`config.mk`:
```
export PLATFORM = sky130hd
export DESIGN_NAME = mux4_rr_arbiter_flat
export DESIGN_NICKNAME = d
export VERILOG_FILES = /design/src/rtl/mux4_rr_arbiter_if.sv /design/src/rtl/mux4_rr_arbiter.sv /design/src/flat_wrapper.sv
export SDC_FILE = /design/constraint.sdc
export NUM_CORES = 1
export LEC_CHECK = 0
export CAP_MARGIN = 5
export CELL_PAD_IN_SITES_DETAIL_PLACEMENT = 0
export CELL_PAD_IN_SITES_GLOBAL_PLACEMENT = 1
export CORE_MARGIN = 4
export CORE_UTILIZATION = 36
export DETAILED_ROUTE_END_ITERATION = 10
export PLACE_DENSITY = 0.8
export SLEW_MARGIN = 15
export SYNTH_ARGS = -nofsm -noshare
export SYNTH_HDL_FRONTEND = slang
export SYNTH_SLANG_ARGS = --single-unit
```
`constraint.sdc`:
```
create_clock -name clk -period 2.4 [get_ports clk]
set_input_delay 0.48 -clock clk [delete_from_list [all_inputs] [get_ports clk]]
set_output_delay 0.48 -clock clk [all_outputs]
set_load 0.02 [all_outputs]
```
`src/rtl/mux4_rr_arbiter_if.sv`:
```
// Requester/arbiter bundle: four requests with data in, grant/select and the registered stream out.
// No backpressure: the consumer of y/y_valid must accept every beat it is offered.
interface mux4_rr_arbiter_if #(
  parameter int DW = 2
);
  logic [3:0]    req;
  logic [DW-1:0] a;
  logic [DW-1:0] b;
  logic [DW-1:0] c;
  logic [DW-1:0] d;
  logic [3:0]    gnt;
  logic [1:0]    sel;
  logic          busy;
  logic [DW-1:0] y;
  logic          y_valid;

  modport master (
    output req, a, b, c, d,
    input  gnt, sel, busy, y, y_valid
  );

  modport slave (
    input  req, a, b, c, d,
    output gnt, sel, busy, y, y_valid
  );
endinterface

```
`src/rtl/mux4_rr_arbiter.sv`:
```
// Round-robin 4:1 arbiter with a beat limit; gnt is 1 cycle after req, y_valid is 2 cycles after req.
// A requester is stalled simply by not being granted; y_valid is dropped for any granted cycle whose req is low.
module mux4_rr_arbiter #(
  parameter int DW       = 2,
  parameter int HOLD_MAX = 4
) (
  input logic               clk,
  input logic               rst_n,
  mux4_rr_arbiter_if.slave  bus_io
);

  localparam int            CW    = (HOLD_MAX > 0) ? $clog2(HOLD_MAX + 1) : 1;
  localparam logic [CW-1:0] LIMIT = CW'(HOLD_MAX);

  typedef enum logic {IDLE, GRANT} state_t;

  state_t        state_q, state_d;
  logic [3:0]    gnt_q, gnt_d;
  logic [1:0]    sel_q, sel_d;
  logic [1:0]    ptr_q, ptr_d;
  logic [CW-1:0] cnt_q, cnt_d;
  logic [DW-1:0] y_q, y_d;
  logic          y_valid_q, y_valid_d;

  logic [DW-1:0] din [4];
  logic [3:0]    others;
  logic          at_limit;
  logic          release_c;
  logic [1:0]    win;

  assign din[0] = bus_io.a;
  assign din[1] = bus_io.b;
  assign din[2] = bus_io.c;
  assign din[3] = bus_io.d;

  // First set bit of r searching p+1, p+2, p+3, p+4 (mod 4).
  function automatic logic [1:0] rr_pick(input logic [3:0] r, input logic [1:0] p);
    logic [1:0] idx;
    logic [1:0] w;
    logic       found;
    w     = p;
    found = 1'b0;
    for (int k = 1; k <= 4; k++) begin
      idx = p + 2'(k);
      if (!found && r[idx]) begin
        w     = idx;
        found = 1'b1;
      end
    end
    return w;
  endfunction

  always_comb begin
    state_d   = state_q;
    gnt_d     = gnt_q;
    sel_d     = sel_q;
    ptr_d     = ptr_q;
    cnt_d     = cnt_q;
    others    = bus_io.req & ~(4'b0001 << sel_q);
    at_limit  = (HOLD_MAX != 0) && (cnt_q == LIMIT);
    release_c = !bus_io.req[sel_q] || at_limit;
    win       = 2'd0;

    case (state_q)
      IDLE: begin
        gnt_d = 4'b0000;
        if (bus_io.req != 4'b0000) begin
          win     = rr_pick(bus_io.req, ptr_q);
          gnt_d   = 4'b0001 << win;
          sel_d   = win;
          ptr_d   = win;
          cnt_d   = CW'(1);
          state_d = GRANT;
        end
      end
      GRANT: begin
        if (!release_c) begin
          // Saturate so the unlimited setting never wraps back to 0.
          cnt_d = (cnt_q == '1) ? cnt_q : cnt_q + 1'b1;
        end else if (others != 4'b0000) begin
          win   = rr_pick(others, sel_q);
          gnt_d = 4'b0001 << win;
          sel_d = win;
          ptr_d = win;
          cnt_d = CW'(1);
        end else if (bus_io.req[sel_q]) begin
          cnt_d = CW'(1);
        end else begin
          gnt_d   = 4'b0000;
          cnt_d   = '0;
          state_d = IDLE;
        end
      end
      default: state_d = IDLE;
    endcase

    y_valid_d = (state_q == GRANT) && bus_io.req[sel_q];
    y_d       = y_valid_d ? din[sel_q] : y_q;
  end

  always_ff @(posedge clk or negedge rst_n) begin
    if (!rst_n) begin
      state_q   <= IDLE;
      gnt_q     <= 4'b0000;
      sel_q     <= 2'd0;
      ptr_q     <= 2'd3;
      cnt_q     <= '0;
      y_q       <= '0;
      y_valid_q <= 1'b0;
    end else begin
      state_q   <= state_d;
      gnt_q     <= gnt_d;
      sel_q     <= sel_d;
      ptr_q     <= ptr_d;
      cnt_q     <= cnt_d;
      y_q       <= y_d;
      y_valid_q <= y_valid_d;
    end
  end

  assign bus_io.gnt     = gnt_q;
  assign bus_io.sel     = sel_q;
  assign bus_io.busy    = (state_q == GRANT);
  assign bus_io.y       = y_q;
  assign bus_io.y_valid = y_valid_q;

endmodule

```
`src/flat_wrapper.sv`:
```
// flat-port wrapper written by rule: the top's interface ports become plain ports
module mux4_rr_arbiter_flat 
#(
  parameter int DW       = 2,
  parameter int HOLD_MAX = 4
)
  (clk, rst_n, bus_io_req, bus_io_a, bus_io_b, bus_io_c, bus_io_d, bus_io_gnt, bus_io_sel, bus_io_busy, bus_io_y, bus_io_y_valid);
  mux4_rr_arbiter_if #(.DW(DW)) bus_io_i ();
  input logic clk;
  input logic rst_n;
  input wire logic [$bits(bus_io_i.req)-1:0] bus_io_req;
  input wire logic [$bits(bus_io_i.a)-1:0] bus_io_a;
  input wire logic [$bits(bus_io_i.b)-1:0] bus_io_b;
  input wire logic [$bits(bus_io_i.c)-1:0] bus_io_c;
  input wire logic [$bits(bus_io_i.d)-1:0] bus_io_d;
  output wire logic [$bits(bus_io_i.gnt)-1:0] bus_io_gnt;
  output wire logic [$bits(bus_io_i.sel)-1:0] bus_io_sel;
  output wire logic [$bits(bus_io_i.busy)-1:0] bus_io_busy;
  output wire logic [$bits(bus_io_i.y)-1:0] bus_io_y;
  output wire logic [$bits(bus_io_i.y_valid)-1:0] bus_io_y_valid;
  assign bus_io_i.req = bus_io_req;
  assign bus_io_i.a = bus_io_a;
  assign bus_io_i.b = bus_io_b;
  assign bus_io_i.c = bus_io_c;
  assign bus_io_i.d = bus_io_d;
  assign bus_io_gnt = bus_io_i.gnt;
  assign bus_io_sel = bus_io_i.sel;
  assign bus_io_busy = bus_io_i.busy;
  assign bus_io_y = bus_io_i.y;
  assign bus_io_y_valid = bus_io_i.y_valid;
  mux4_rr_arbiter #(.DW(DW), .HOLD_MAX(HOLD_MAX)) u_core (.clk(clk), .rst_n(rst_n), .bus_io(bus_io_i));
endmodule
```
==> results of run 1 <==
[synth_stat cells (all sizes together), types with 2 or more instances]
library cell / instances / area share, %
o221ai: 3 / 1.9
a22oi: 2 / 1.1
o22ai: 2 / 0.91
clkbuf: 3 / 0.82
and3: 3 / 1.4
a32oi: 2 / 1.3
dfrtp: 13 / 24
nor3: 2 / 0.73
buf: 10 / 4.2
mux2i: 8 / 6.6
dfstp: 2 / 3.8
nand4: 2 / 0.91
inv: 10 / 2.7
nor2b: 4 / 1.8
nor2: 10 / 2.7
a21oi: 9 / 3.5
mux4: 4 / 6.5
o32ai: 2 / 1.3
and2: 3 / 1.4
nand2b: 6 / 2.7
a2bb2oi: 2 / 1.3
o21ai: 4 / 1.5
ha: 7 / 6.4
mux2: 4 / 3.3
a211oi: 3 / 1.6
a31oi: 4 / 1.8
nand2: 14 / 4.0
[per-layer routing]
| layer | share of wire, % | vias to the layer above |
|---|---|---|
| met5 | 0 | - |
| met4 | 1.4 | 0 |
| met3 | 6.2 | 7 |
| met2 | 45 | 44 |
| met1 | 47 | 654 |
| li1 | - | 672 |
[area by class of cell]
type,count,share of cell area (%)
clock buffers,3,2.01
clock inverters,1,0.244
inverters,10,2.31
multi-input cells,116,48.3
flip-flops and latches,15,18.5
well taps,48,2.92
repair buffers,61,25.7
[final timing paths]
path	endpoint	slack, ns	start	cells past startpoint
worst max-delay path	u_core.bus_io.gnt[1]$_DFFE_PN0P_	0.03	u_core.bus_io.sel[0]$_DFFE_PN0P_	8
worst min-delay path	u_core.bus_io.y[0]$_DFFE_PN0P_	0.51	u_core.bus_io.y[0]$_DFFE_PN0P_	1
worst max register to register	u_core.bus_io.gnt[1]$_DFFE_PN0P_	0.03	u_core.bus_io.sel[0]$_DFFE_PN0P_	8
worst min register to register	u_core.bus_io.y[0]$_DFFE_PN0P_	0.51	u_core.bus_io.y[0]$_DFFE_PN0P_	1
max in group asynchronous	u_core.bus_io.sel[1]$_DFFE_PN0P_	1.33	rst_n	1
min in group asynchronous	u_core.bus_io.y_valid$_DFF_PN0_	0.62	rst_n	1
[power by group through the flow]
stage / registers, W / clock network, W / logic (W)
5_1_grt: 0.000522 / 0.000229 / 0.00268
2_1_floorplan: 0.000549 / 0 / 0.00147
3_3_place_gp: 0.000503 / 0 / 0.00214
6_report: 0.000498 / 0.000205 / 0.00247
3_5_place_dp: 0.000513 / 0 / 0.00218
4_1_cts: 0.000501 / 0.000215 / 0.00228
[metrics by stage]
step | util [%] | TNS [ns] | hold WS [ns] | instances | setup slack [ns]
3_5_place_dp | 51.8 | -0.914 | 0.497 | 246 | -0.167
2_1_floorplan | - | -0.0515 | 0.184 | 154 | -0.0515
5_1_grt | 55.7 | -0.157 | 0.528 | 254 | -0.0628
6_report | 55.7 | 0 | 0.510 | 254 | 0.0301
3_3_place_gp | 51.8 | -0.824 | 0.484 | 246 | -0.203
4_1_cts | 54.0 | 0 | 0.512 | 253 | 0.000550
[worst reg2reg max path, delay by kind of cell, from the launching register on]
| kind | cells | cell delay [ns] |
|---|---|---|
| muxes | 1 | 0.53 |
| xor gates and xnor gates | 1 | 0.15 |
| buffers and inverters | 1 | 0.15 |
| AOI/OAI and AO/OA | 2 | 0.54 |
| and+or+nand+nor | 2 | 0.21 |
| adders and majority gates | 1 | 0.19 |
| DFF | 1 | 0.46 |
[cell usage in the layout (no fill, tap or decap), drive strengths merged, types with 4 or more instances in the layout]
cell type,instances
buf,38
a21oi,9
nor2,10
mux2,4
clkdlybuf4s50,23
mux4,4
o21ai,4
inv,10
nor2b,4
ha,7
nand2,14
nand2b,6
dfrtp,13
mux2i,8
a31oi,4
[kinds of logic after synthesis]
logic type / Yosys count
simple gates: 53
compound gates: 39
buf+inv: 23
mux: 16
flops: 15
fa+ha+maj: 7
xor+xnor: 1
[state kept, by name (all words and copies together) (netlist names)]
| register | count |
|---|---|
| u_core.bus_io.gnt | 4 |
| u_core.cnt_q | 3 |
| u_core.bus_io.sel | 2 |
| u_core.bus_io.y | 2 |
| u_core.ptr_q | 2 |
| u_core.bus_io.busy | 1 |
| u_core.bus_io.y_valid | 1 |
[timing repair]
item | CTS | global route
setup endpoints to repair | 2 | 7
gates resized for setup | 1 | 10
pin swaps | 2 | 1
buffers inserted | 3 | 1
hold buffers | 0 | 0
==> flow_metrics.env, run 1 <==
export IMPL_die_h_um=69.9
export IMPL_wire_per_inst_um=14.9
export IMPL_root_buffer="clkbuf_8"
export IMPL_combPwrFrac_pct=77.8
export IMPL_ys_types=52
export IMPL_synth_top_family_by_area="compound AO/OA/AOI/OAI gates"
export IMPL_synth_fa_ha_area_share_pct=6.35
export IMPL_yosys_warnings=0
export IMPL_hold_class="flip-flop to flip-flop"
export IMPL_globalRoute_busiestLayer="met1"
export IMPL_die_area_um2=4880
export IMPL_cts_path_max_buffers=2
export IMPL_worst_slew_pin_slew_ns=0.646
export IMPL_multi_input_area_um2=992
export IMPL_crit_buf_inv=1
export IMPL_synth_edff_count=0
export IMPL_cts_sinks=15
export IMPL_drt_iter0_drc=40
export IMPL_vias_per_cell=5.42
export IMPL_numPortBuffers=23
export IMPL_syn_area_per_cell_um2=8.95
export IMPL_core_region_area_um2=3690
export IMPL_p_per_area_nw_per_um2=1540
export IMPL_synth_cell_area_um2=1380
export IMPL_fin_crit_ns=2.37
export IMPL_end_kind="flip-flop"
export IMPL_p_leak_nw=0.870
export IMPL_ant_nets=0
export IMPL_start_util_pct=37.4
export IMPL_cp_start_kind="flip-flop"
export IMPL_hold_violations=0
export IMPL_cp_max_fo=5
export IMPL_drive_above_1_share_pct=35.9
export IMPL_drv_slew=0
export IMPL_finalClockSkew_ns=0.00838
export IMPL_finalInstanceArea_um2=2050
export IMPL_async_flop_share_pct=100
export IMPL_drt_pass1_iter_count=4
export IMPL_placed_area_um2=1910
export IMPL_criticalPathCategory="flip-flop to flip-flop"
export IMPL_ys_seq_area_share_pct=27.4
export IMPL_final_fill_count=341
export IMPL_finalCritPeriodShare_pct=98.7
export IMPL_critPathMaxStageDelay_ns=0.53
export IMPL_vias=1377
export IMPL_cts_tree="built"
export IMPL_finish_net_count=228
export IMPL_total_power_w=0.00317
export IMPL_clk_pin_slew_ns=0.06
export IMPL_critPathTopFamily="compound AO/OA/AOI/OAI gates"
export IMPL_clk_latency_ns=0.25
export IMPL_dp_hpwl_um=2940
export IMPL_synthFlopType="dfrtp_1"
export IMPL_synth_compound_area_share_pct=21.2
export IMPL_die_x_um=69.9
export IMPL_swShare_pct=43.2
export IMPL_grt_pass1_vias=1342
export IMPL_synth_area_mux_share_pct=16.4
export IMPL_synth_xor_area_share_pct=0.635
export IMPL_seqCellArea_um2=380
export IMPL_gp_congestion=0.858
export IMPL_slew_headroom_pct=56.8
export IMPL_track_usage_pct=16.0
export IMPL_pwr_share_seq_pct=15.7
export IMPL_grt_overflow=0
export IMPL_met1_usage_pct=23.2
export IMPL_use_met2_pct=22.2
export IMPL_max_vdd_ir_drop_uv=737
export IMPL_cp_required_ns=2.53
export IMPL_grt_use_met3_pct=4.46
export IMPL_htreeDepth=1
export IMPL_cp_slowest_cell="mux4_2"
export IMPL_antenna_found_initial=0
export IMPL_ys_seq_elements=15
export IMPL_num_rows=22
export IMPL_worstPathArrival_ns=2.50
export IMPL_internal_power_w=0.00180
export IMPL_max_freq_mhz=422
export IMPL_netlist_instances=154
export IMPL_cap_violations=0
export IMPL_path_cells="buf_12 -> ha_1 -> nand2b_1 -> mux4_2 -> a21oi_4 -> xnor2_2 -> nor2_1 -> a221o_1"
export IMPL_grt_max_degree=19
export IMPL_io_pins=24
export IMPL_syn_nets=175
export IMPL_rsz0062_at_grt="yes"
export IMPL_cts_buffers=3
export IMPL_yosys_area_share_simple_pct=20.2
export IMPL_p_clk_share_pct=6.5
export IMPL_drt_total_wl_um=3790
export IMPL_switching_power_w=0.00137
export IMPL_grt_pass1_wl_um=6380
export IMPL_outcome="complete, no violations"
export IMPL_route_detailed_drc=0
export IMPL_area_growth_pct=49.0
export IMPL_antenna_cells=0
export IMPL_setup_viol=0
Note: power is estimated with default switching activity, not from simulation.
==> inputs of run 2 (changes only) <==
Settings changed: HOLD_SLACK_MARGIN from default to 0.05.
==> results of run 2 <==
No change in the layout: final DEF, timing and power equal those of run 1.
